$ cat config.mk
export PLATFORM = sky130hd
export DESIGN_NAME = midi_note_pitch_decoder
export DESIGN_NICKNAME = d
export VERILOG_FILES = /design/src/rtl/midi_pkg.sv /design/src/rtl/midi_note_pitch_decoder.sv
export SDC_FILE = /design/constraint.sdc
export NUM_CORES = 1
export LEC_CHECK = 0
export CAP_MARGIN = 30
export CORE_AREA = 2 2 70 72
export DETAILED_ROUTE_END_ITERATION = 8
export DIE_AREA = 0 0 72 74
export GPL_TIMING_DRIVEN = 0
export HOLD_SLACK_MARGIN = 0.12
export PLACE_DENSITY = 0.7
export SYNTH_ARGS = -nofsm -noshare
export SYNTH_HDL_FRONTEND = slang
export SYNTH_SLANG_ARGS = --single-unit
$ cat constraint.sdc
create_clock -name CLK -period 1.7 [get_ports CLK]
set_clock_uncertainty 0.05 [all_clocks]
set_input_delay 0.51 -clock CLK [delete_from_list [all_inputs] [get_ports CLK]]
set_output_delay 0.51 -clock CLK [all_outputs]
set_load 0.02 [all_outputs]
$ cat src/rtl/midi_pkg.sv
// midi_pkg: shared MIDI status codes, decoder FSM states and message-length helper
package midi_pkg;
   localparam logic [3:0] ST_NOTE_OFF = 4'h8;
   localparam logic [3:0] ST_NOTE_ON  = 4'h9;
   localparam logic [3:0] ST_BEND     = 4'hE;
   typedef enum logic [1:0] {S_IDLE, S_D1, S_D2} state_t;
   // Cx (program change) and Dx (channel pressure) carry one data byte, all other channel messages two
   function automatic logic [1:0] midi_data_len(input logic [3:0] nibble);
      return (nibble == 4'hC || nibble == 4'hD) ? 2'd1 : 2'd2;
   endfunction
endpackage

$ cat src/rtl/midi_note_pitch_decoder.sv
// midi_note_pitch_decoder: MIDI byte stream -> monophonic note/pitch-bend/velocity/gate controls
//   CLK, RST          clock; asynchronous active-high reset
//   BYTE, BYTE_STB    received MIDI byte and its one-cycle strobe
//   NOTE, VELOCITY    last accepted note-on note number and velocity
//   PITCH             14-bit pitch bend, 8192 = centre
//   GATE              high while the current note is held
//   NOTE_ON_STB       one-cycle pulse per accepted note-on
module midi_note_pitch_decoder
   import midi_pkg::*;
#(
   parameter logic [3:0] CHANNEL = 4'd0,
   parameter bit         OMNI    = 1'b0
) (
   input  logic        CLK,
   input  logic        RST,
   input  logic [7:0]  BYTE,
   input  logic        BYTE_STB,
   output logic [6:0]  NOTE,
   output logic [13:0] PITCH,
   output logic [6:0]  VELOCITY,
   output logic        GATE,
   output logic        NOTE_ON_STB
);
   state_t      state_q, state_d;
   logic [7:0]  status_q, status_d;
   logic [6:0]  d1_q, d1_d, note_q, note_d, vel_q, vel_d;
   logic [13:0] pitch_q, pitch_d;
   logic        gate_q, gate_d, stb_q, stb_d;
   logic        hit;
   logic [3:0]  kind;
   assign hit  = OMNI || status_q[3:0] == CHANNEL;
   assign kind = status_q[7:4];
   always_comb begin
      state_d  = state_q;
      status_d = status_q;
      d1_d     = d1_q;
      note_d   = note_q;
      vel_d    = vel_q;
      pitch_d  = pitch_q;
      gate_d   = gate_q;
      stb_d    = 1'b0;
      // realtime bytes (F8-FF) fall through untouched so a message in flight survives them
      if (BYTE_STB && BYTE < 8'hF8) begin
         if (BYTE[7]) begin
            // F0-F7 drop running status; 80-EF become the new running status
            state_d  = (BYTE[7:4] == 4'hF) ? S_IDLE : S_D1;
            status_d = BYTE;
         end else if (state_q == S_D1) begin
            d1_d    = BYTE[6:0];
            state_d = (midi_data_len(kind) == 2'd2) ? S_D2 : S_D1;
         end else if (state_q == S_D2) begin
            state_d = S_D1;
            if (hit && kind == ST_NOTE_ON && BYTE[6:0] != 7'd0) begin
               note_d = d1_q;
               vel_d  = BYTE[6:0];
               gate_d = 1'b1;
               stb_d  = 1'b1;
            end else if (hit && (kind == ST_NOTE_ON || kind == ST_NOTE_OFF) && d1_q == note_q) begin
               gate_d = 1'b0;
            end
            if (hit && kind == ST_BEND) pitch_d = {BYTE[6:0], d1_q};
         end
      end
   end
   always_ff @(posedge CLK or posedge RST) begin
      if (RST) begin
         state_q  <= S_IDLE;
         status_q <= 8'd0;
         d1_q     <= 7'd0;
         note_q   <= 7'd0;
         vel_q    <= 7'd0;
         pitch_q  <= 14'd8192;
         gate_q   <= 1'b0;
         stb_q    <= 1'b0;
      end else begin
         state_q  <= state_d;
         status_q <= status_d;
         d1_q     <= d1_d;
         note_q   <= note_d;
         vel_q    <= vel_d;
         pitch_q  <= pitch_d;
         gate_q   <= gate_d;
         stb_q    <= stb_d;
      end
   end
   assign NOTE        = note_q;
   assign PITCH       = pitch_q;
   assign VELOCITY    = vel_q;
   assign GATE        = gate_q;
   assign NOTE_ON_STB = stb_q;
endmodule
### Word level (Yosys, flattened, before mapping)

Index checks and enable logic that the tools add are counted.

* bits in registers: 47
* output and inout bits: 30
* memory bits (read-only): 0
* bits in latches: 0
* bits in writable memories: 0
* memories kept: 0

* multipliers: 0
* divide/modulo/power cells: 0
* equal/unequal tests: 10
* $lt $le $gt $ge: 1
* add/sub/neg operators: 0
* mux-type cells: 13
* shift-type cells: 0
* reduce and logical (&&, ||, !) cells: 18
* bitwise operators: 2

Operator list (count)
* equality test 4 bit (second input constant): 6
* AND reduction 5 bit: 3
* two-way mux 2 bit: 5
* less-than comparator 8 bit (second input constant): 1
* two-way mux 1 bit: 8
* equality test 7 bit: 1
* nonzero test 7 bit: 1
* logical AND 1 bit: 6
* equality test 2 bit (second input constant): 2
* zero test 4 bit: 1
* AND reduction 2 bit: 2
* AND reduction 3 bit: 1
* nonzero test 3 bit: 1
* equality test 2 x 1 -> 1 bit (second input constant): 1
* logical OR 1 bit: 2
* NOT 1 bit: 2
* nonzero test 2 bit: 1

### Depth between registers and ports, before layout

Gate-level depths: netlist of run 1.

* word-level depth: 8
* gate-level depth with buffers: 5
* depth with buffers taken out: 4

### Least setup slack after synthesis of run 1

Ideal clock, no wire load.

* path kind: input -> register
* from: in BYTE[2]
* to: reg note_q[0] (netlist: NOTE[0])
* arrival time: 1.872 ns
* setup slack: -0.347 ns
* library setup time: 0.125 ns
* buffers on the path: 1
* stages: 5
* cells stage by stage: or4_1 > o41ai_2 > nor2_2 > buf_6 > mux2_4

* cells in the longest elaborated chain, start to end: 3
* elaborated cells on any way between the ends: 5
* classes of those cells: order compare (1); reduce/logical (4)

RTL lines
* from (decl): RTL line midi_note_pitch_decoder.sv:16 `input logic [7:0] BYTE,`
* less-than comparator 8 bit or nonzero test 7 bit (tied branches): RTL line midi_note_pitch_decoder.sv:43, midi_note_pitch_decoder.sv:53
* logical AND 1 bit, on equally long branches: RTL line midi_note_pitch_decoder.sv:43, midi_note_pitch_decoder.sv:53
* AND reduction 5 bit (no source line) (*)
* to (signal assigned): RTL line midi_note_pitch_decoder.sv:79 `note_q <= note_d;`
* to (decl): RTL line midi_note_pitch_decoder.sv:26 `logic [6:0] d1_q, d1_d, note_q, note_d, vel_q, vel_d;`

Mark *: on every way between the ends. The rest lies on a longest branch, timed or not.
A chain may end at the register's enable or synchronous reset.

### Worst setup path after layout of run 1

* from: in BYTE[3]
* to: reg note_q[6] (netlist: NOTE[6])

Same word-level chain as after synthesis.

==> results of run 1 <==
cells in the final DEF (no fill, tap or decap), types with 2 or more instances in the layout:
master / synthesis / final
clkbuf_8: 0 / 6
clkbuf_16: 0 / 2
buf_6: 1 / 3
xnor2_1: 7 / 7
nand4_1: 2 / 2
nor4b_4: 0 / 2
buf_8: 0 / 3
inv_2: 0 / 2
dlygate4sd2_1: 0 / 29
buf_2: 2 / 3
mux2_2: 32 / 28
mux2_4: 9 / 13
dlymetal6s2s_1: 0 / 2
buf_4: 0 / 10
dfrtp_1: 46 / 46
inv_1: 4 / 2
nand2_1: 2 / 2
o21ai_0: 5 / 4
synth_stat cells:
cell type	count	area, um^2
and4_1	1	8.76
xnor2_1	7	61.3
a31oi_1	1	6.26
o22a_1	1	8.76
or2_2	1	6.26
buf_2	2	10.0
o21ai_0	5	25.0
a21o_1	1	7.51
nand2_1	2	7.51
inv_1	4	15.0
nor4b_1	2	17.5
or4_1	1	7.51
nor2_2	1	6.26
a32oi_1	1	8.76
mux2_4	9	135
nand3_1	3	15.0
buf_6	1	11.3
o31ai_1	1	7.51
clkbuf_1	1	3.75
nand2b_1	1	6.26
nor3b_1	1	7.51
or3b_2	1	8.76
nand4_1	2	12.5
dfstp_2	1	26.3
nor2b_1	1	6.26
o41ai_2	1	16.3
mux2_2	32	360
dfrtp_1	46	1150
nor3_1	1	5.00
cells by family (layout without fill, tap and decap cells):
family | after synthesis | count (layout)
AO/OA/AOI/OAI | 11 | 11
AND/OR/NAND/NOR | 18 | 18
XOR/XNOR | 7 | 7
flip-flops | 47 | 47
multiplexers | 41 | 41
buffers and inverters | 8 | 67
final timing paths:
check                      slack, ns                      end
setup reg to reg               -0.12      NOTE[5]$_DFFE_PP0P_
setup / recovery               -0.16      NOTE[6]$_DFFE_PP0P_
hold reg to reg                 0.45    PITCH[12]$_DFFE_PP0P_
min in group asynchronous       0.51     PITCH[2]$_DFFE_PP0P_
hold / removal                  0.41  VELOCITY[2]$_DFFE_PP0P_
max in group asynchronous       0.57  status_q[3]$_DFFE_PP0P_
power by group:
group | total [mW] | internal (mW) | switching [mW] | leakage, nW
registers | 1.40 | 1.25 | 0.146 | 0.612
logic | 0.448 | 0.258 | 0.190 | 0.749
clock network | 0.677 | 0.320 | 0.357 | 0.0470
flip-flops by register name (all words and copies together), names as in the netlist:
signal	count
NOTE	7
d1_q	7
state_q	2
VELOCITY	7
status_q	8
PITCH	14
GATE	1
NOTE_ON_STB	1
per-stage QoR:
stage | setup slack, ns | area, um^2 | hold slack [ns] | power (mW)
6_report | -0.161 | 2740 | 0.415 | 2.52
5_1_grt | -0.201 | 2740 | 0.412 | 2.65
4_1_cts | -0.248 | 2720 | 0.411 | 2.53
3_5_place_dp | -1.14 | 2500 | 0.442 | 1.84
3_3_place_gp | -1.02 | 2470 | 0.438 | 1.81
2_1_floorplan | -0.314 | 2010 | 0.422 | 1.67
cell type report:
| cell class | count | area, um^2 | share of cell area [%] |
|---|---|---|---|
| flip-flops and latches | 47 | 1180 | 42.9 |
| multi-input cells | 77 | 843 | 30.7 |
| repair buffers | 54 | 512 | 18.7 |
| clock buffers | 6 | 82.6 | 3.01 |
| well taps | 54 | 67.6 | 2.46 |
| plain buffers | 2 | 40.0 | 1.46 |
| inverters | 4 | 15.0 | 0.547 |
| clock inverters | 1 | 5.00 | 0.182 |
what timing repair did:
action | 4_1_cts | 5_1_grt
setup buffers | 7 | 5
setup endpoints to repair | 77 | 38
hold endpoints to repair | 0 | 0
gates resized for setup | 75 | 16
pin swaps | 5 | 6
cloned | 2 | 0
critical path, cell delays in order:
cell       delay [ns]
buf_8            0.10
or4_4            0.53
o41ai_4          0.30
nor2_4           0.10
clkbuf_16        0.17
mux2_4           0.29
per-layer routing:
metal	wire length, um	vias up	part of all wire [%]
met5	0	-	0
met4	36	0	0.83
met3	155	5	3.6
met2	2270	28	52
met1	1870	647	43
li1	-	591	-
==> metrics, run 1 <==
status=complete, but fails checks; failing checks=setup timing; insertion delay to the later sink of the worst-skew pair=0.29 ns; CTS sink cnt=47; Post-Syn Area=0.00197 mm^2; drt drc=0; half-perimeter wire length after placement=2.88 mm; post-route ant nets=0; final worst-path cycle share=109%; largest net degree at the start of global routing=26; kind of critical path=input pin to flip-flop; final net count=202; main combinational cell family by area after synthesis=multiplexers; hold path cells=2; Syn Nets=143; Fmax achieved=0.537 GHz; vias=1,271; Final setup viols=15; fin util=59.6%; reg-to-reg startpoint=status_q[2]$_DFFE_PP0P_; critical path data arrival time=2.00 ns; Placed Cells=227; synthesis-to-layout area growth=39.3%; diodes inserted=0; core area=0.00460 mm^2; busiest layer in global routing=met2; RSZ-0062 raised after global routing=true; Vias/cell=5.19; # IOs=41; Worst Tran Pin Value=0.521 ns; GRT Overall Usage=17.1%; Final WS setup=-0.161 ns; PD cells=919 mW/mm^2; worst reg-to-reg path cell count=5; final cell count without fillers=245; final hold vios=0; max-slew violations=0; Seq cells post-synth=47; Rel. slew slack=65.2%; YS warnings=0; cell count after synthesis=132; Mapped Avg Cell Area=14.9 um^2; fin crit period=1.86 ns; WL per Instance=17.6 um; Synth cell types=29; cts-stage hold buffer count=0; DIE AREA=0.00533 mm^2; CP max FO=5; Initial Util=42.8%; HP Class=input pin to flip-flop; hold_sp=BYTE[2]; Post-Synth Simple-Gate Area=5.84%; layout cell share with drive strength beyond 1=45.0%; Worst setup startpoint=BYTE[3]; vias in the first global route=1,325; CTS H-tree lvls=2; Worst Path Required=1.84 ns; die height=74 um; CTS tree=built; multiplexer share of the synthesized area=25.2%; grt total ovfl=0; Startpoint Class=input pin; global routing usage on met1=21.8%; Pleak=1.41 nW; fill count=362; row count=25; first-pass GRT wire length=6.90 mm; Synth Area in XOR/XNOR=3.11%; initial antenna violation count=0; Port Buffers=40; Seq/Total Area, Yosys=59.8%; maxcap violations=0; Compound-Gate Fraction of Synth Area=4.07%; Post-Route WL=4.32 mm; Worst setup EP type=flip-flop; Placer Congestion=0.719; Max VDD drop=0.490 mV; Fin Setup TNS=-2.04 ns; drt initial violations=59; CTS buffer count=5; root buffer selected by CTS=clkbuf_8; met2 usage=30.1%; drt pass-1 iters=4; Max Root-Sink Buffers=2; met3 GRT Util=4.07%; Reg clk slew, reported paths=0.08 ns; Synth Area in Adders=0%; Chip Width=72 um
(Power assumes the default switching activity.)
==> run 2, diff against run 1 <==
--- a/config.mk
+++ b/config.mk
@@ -6,9 +6,9 @@
 export NUM_CORES = 1
 export LEC_CHECK = 0
 export CAP_MARGIN = 30
-export CORE_AREA = 2 2 70 72
+export CORE_AREA = 3 3 71 73
 export DETAILED_ROUTE_END_ITERATION = 8
-export DIE_AREA = 0 0 72 74
+export DIE_AREA = 0 0 74 76
 export GPL_TIMING_DRIVEN = 0
 export HOLD_SLACK_MARGIN = 0.12
 export PLACE_DENSITY = 0.7
==> run 2 against run 1 <==
Compared with the run above:
- the run still ends with setup timing left
- critical path depth is the same
- flip-flop and latch count is the same
- clock power grew 5.9%
- worst hold slack gained 0.0069 ns
- total power grew 1.3%
- count of clock-buffer cells in the layout grew 2
- highest routed layer unchanged
==> metrics, run 2 (same netlist as run 1, synthesis figures left out) <==
final worst-path cycle share=115% (+5.5 points); CTS H-tree lvls=2 (unchanged); final hold vios=0 (unchanged); status=complete, but fails checks; GRT Overall Usage=16.1% (-1.0 points); fin area=0.00272 mm^2 (-0.68%); layout cell share with drive strength beyond 1=44.5% (-0.52 points); Post-Route WL=4.33 mm (+0.16%); # IOs=41 (unchanged); post-route ant nets=0 (unchanged); synthesis-to-layout area growth=38.3%; Worst Path Required=1.83 ns (about the same); cts-stage hold buffer count=0 (unchanged); grt total ovfl=0 (unchanged); Reg clk slew, reported paths=0.08 ns (about the same); kind of critical path=input pin to flip-flop; Max Root-Sink Buffers=2 (unchanged); drt drc=0 (unchanged); Placed Cells=225 (-0.88%); Placer Congestion=0.812 (+13%); crit path cell chain=buf_8, or4_4, o41ai_4, nor2_4, clkbuf_16, mux2_4; half-perimeter wire length after placement=2.97 mm (+3.0%); RSZ-0062 raised after global routing=true; Worst setup EP type=flip-flop; Port Buffers=40 (unchanged); CTS buffer count=5 (unchanged); cell family with most CP delay=simple AND/OR/NAND/NOR gates; CP max FO=5 (unchanged); pre-CTS setup slack=-1.09 ns (+0.0509 ns); Area after DPL=0.00249 mm^2 (-0.40%); final cell count without fillers=243 (-0.82%); CTS tree=built; drt pass-1 iters=4 (unchanged); Rel. slew slack=70.4% (+5.2 points); initial antenna violation count=0 (unchanged); row count=24 (-4.0%); first-pass GRT wire length=6.95 mm (+0.70%); Pleak=1.39 nW (-1.2%); die height=76 um (+2.7%); max-slew violations=0 (unchanged); Crit path buffers/inverters=2 (unchanged); critical path data arrival time=2.09 ns (+0.09 ns); Vias/cell=5.35 (+3.0%); Fmax achieved=0.512 GHz (-4.8%); failing checks=setup timing; Max VDD drop=0.543 mV (+11%); CTS sink cnt=47 (unchanged); maxcap violations=0 (unchanged); fin crit period=1.95 ns (+0.0933 ns); WL per Instance=17.8 um (+0.99%); DIE AREA=0.00562 mm^2 (+5.6%); most common cell after layout, fill and taps aside=dfrtp_1; Fin Setup TNS=-3.16 ns (-1.12 ns); root buffer selected by CTS=clkbuf_8; drt initial violations=47 (-20%); vias=1,299 (+2.2%); Startpoint Class=input pin; HP Class=input pin to flip-flop; vias in the first global route=1,343 (+1.4%); final net count=201 (-0.50%); Initial Util=44.6% (+1.8 points); insertion delay to the later sink of the worst-skew pair=0.29 ns (about the same); core area=0.00441 mm^2 (-4.0%); Final setup viols=14 (-1); Final WS setup=-0.254 ns (-0.0933 ns); max reg flops=14 (unchanged); Worst Tran Pin Value=0.443 ns (-0.0784 ns); most frequent cells in the layout=dfrtp_1 (46), mux2_2 (31), dlygate4sd2_1 (29), mux2_4 (10), buf_4 (8); Chip Width=74 um (+2.8%); diodes inserted=0 (unchanged); PD cells=937 mW/mm^2 (+2.0%); CP max-delay cell=or4_4; largest net degree at the start of global routing=29 (+12%); CP peak stage delay=0.53 ns (about the same); fin util=61.7% (+2.1 points)
## run 2: changes by cell type in the layout (fill, tap and decap cells not counted), moves of 2 or more
cell	before	now
mux2_2	28	31
buf_6	3	5
clkbuf_2	1	3
buf_2	3	1
buf_4	10	8
mux2_4	13	10
## run 2: worst paths after layout
check	startpoint	endpoint	slack, ns	depth (start not counted)
setup reg to reg	state_q[0]$_DFFE_PP0P_	NOTE[4]$_DFFE_PP0P_	-0.09	5
min in group asynchronous	RST	PITCH[2]$_DFFE_PP0P_	0.50	2
hold / removal	BYTE[2]	VELOCITY[2]$_DFFE_PP0P_	0.42	2
hold reg to reg	PITCH[4]$_DFFE_PP0P_	PITCH[4]$_DFFE_PP0P_	0.45	1
max in group asynchronous	RST	VELOCITY[5]$_DFFE_PP0P_	0.61	3
setup / recovery	BYTE[3]	VELOCITY[0]$_DFFE_PP0P_	-0.25	6
## run 2: stage by stage
step                      power (mW)  hold WS, ns
final                           2.55        0.421
after global routing            2.67        0.418
after CTS                       2.57        0.419
after detailed placement        1.84        0.442
after global placement          1.81        0.438
after floorplan                 1.67        0.422
## run 2: timing repair
| item | in CTS | in global routing |
|---|---|---|
| pin swaps | 7 | 4 |
| cloned | 1 | 1 |
| gates resized for setup | 75 | 7 |
| buffers inserted | 5 | 4 |
| endpoints found under the setup margin | 77 | 39 |
## run 2: worst register-to-register path, delay by kind of cell, from the launching register on
family                 cells  cell delay, ns
and+or+nand+nor            3            0.71
DFF                        1            0.43
muxes                      1            0.34
buffers and inverters      1            0.15
## run 2: cell type report
cell class              count  area (um^2)
well taps                  52         65.1
clock buffers               8          100
inverters                   4         15.0
multi-input cells          77          832
fillers                   341         1690
plain buffers               3         51.3
flip-flops and latches     47         1180
repair buffers             52          483
## run 2: metal layers
metal | vias to the layer above | share of wire (%) | wire length, um | track usage (%)
li1 | 594 | - | - | -
met1 | 664 | 43 | 1870 | 21.0
met2 | 34 | 51 | 2220 | 26.3
met3 | 7 | 4.3 | 186 | 3.17
met4 | 0 | 1.3 | 55 | 5.43
met5 | - | 0 | 0 | 0
## run 2: power breakdown
part	switching (mW)	internal [mW]
Sequential	0.148	1.25
Clock	0.346	0.371
Combinational	0.185	0.252
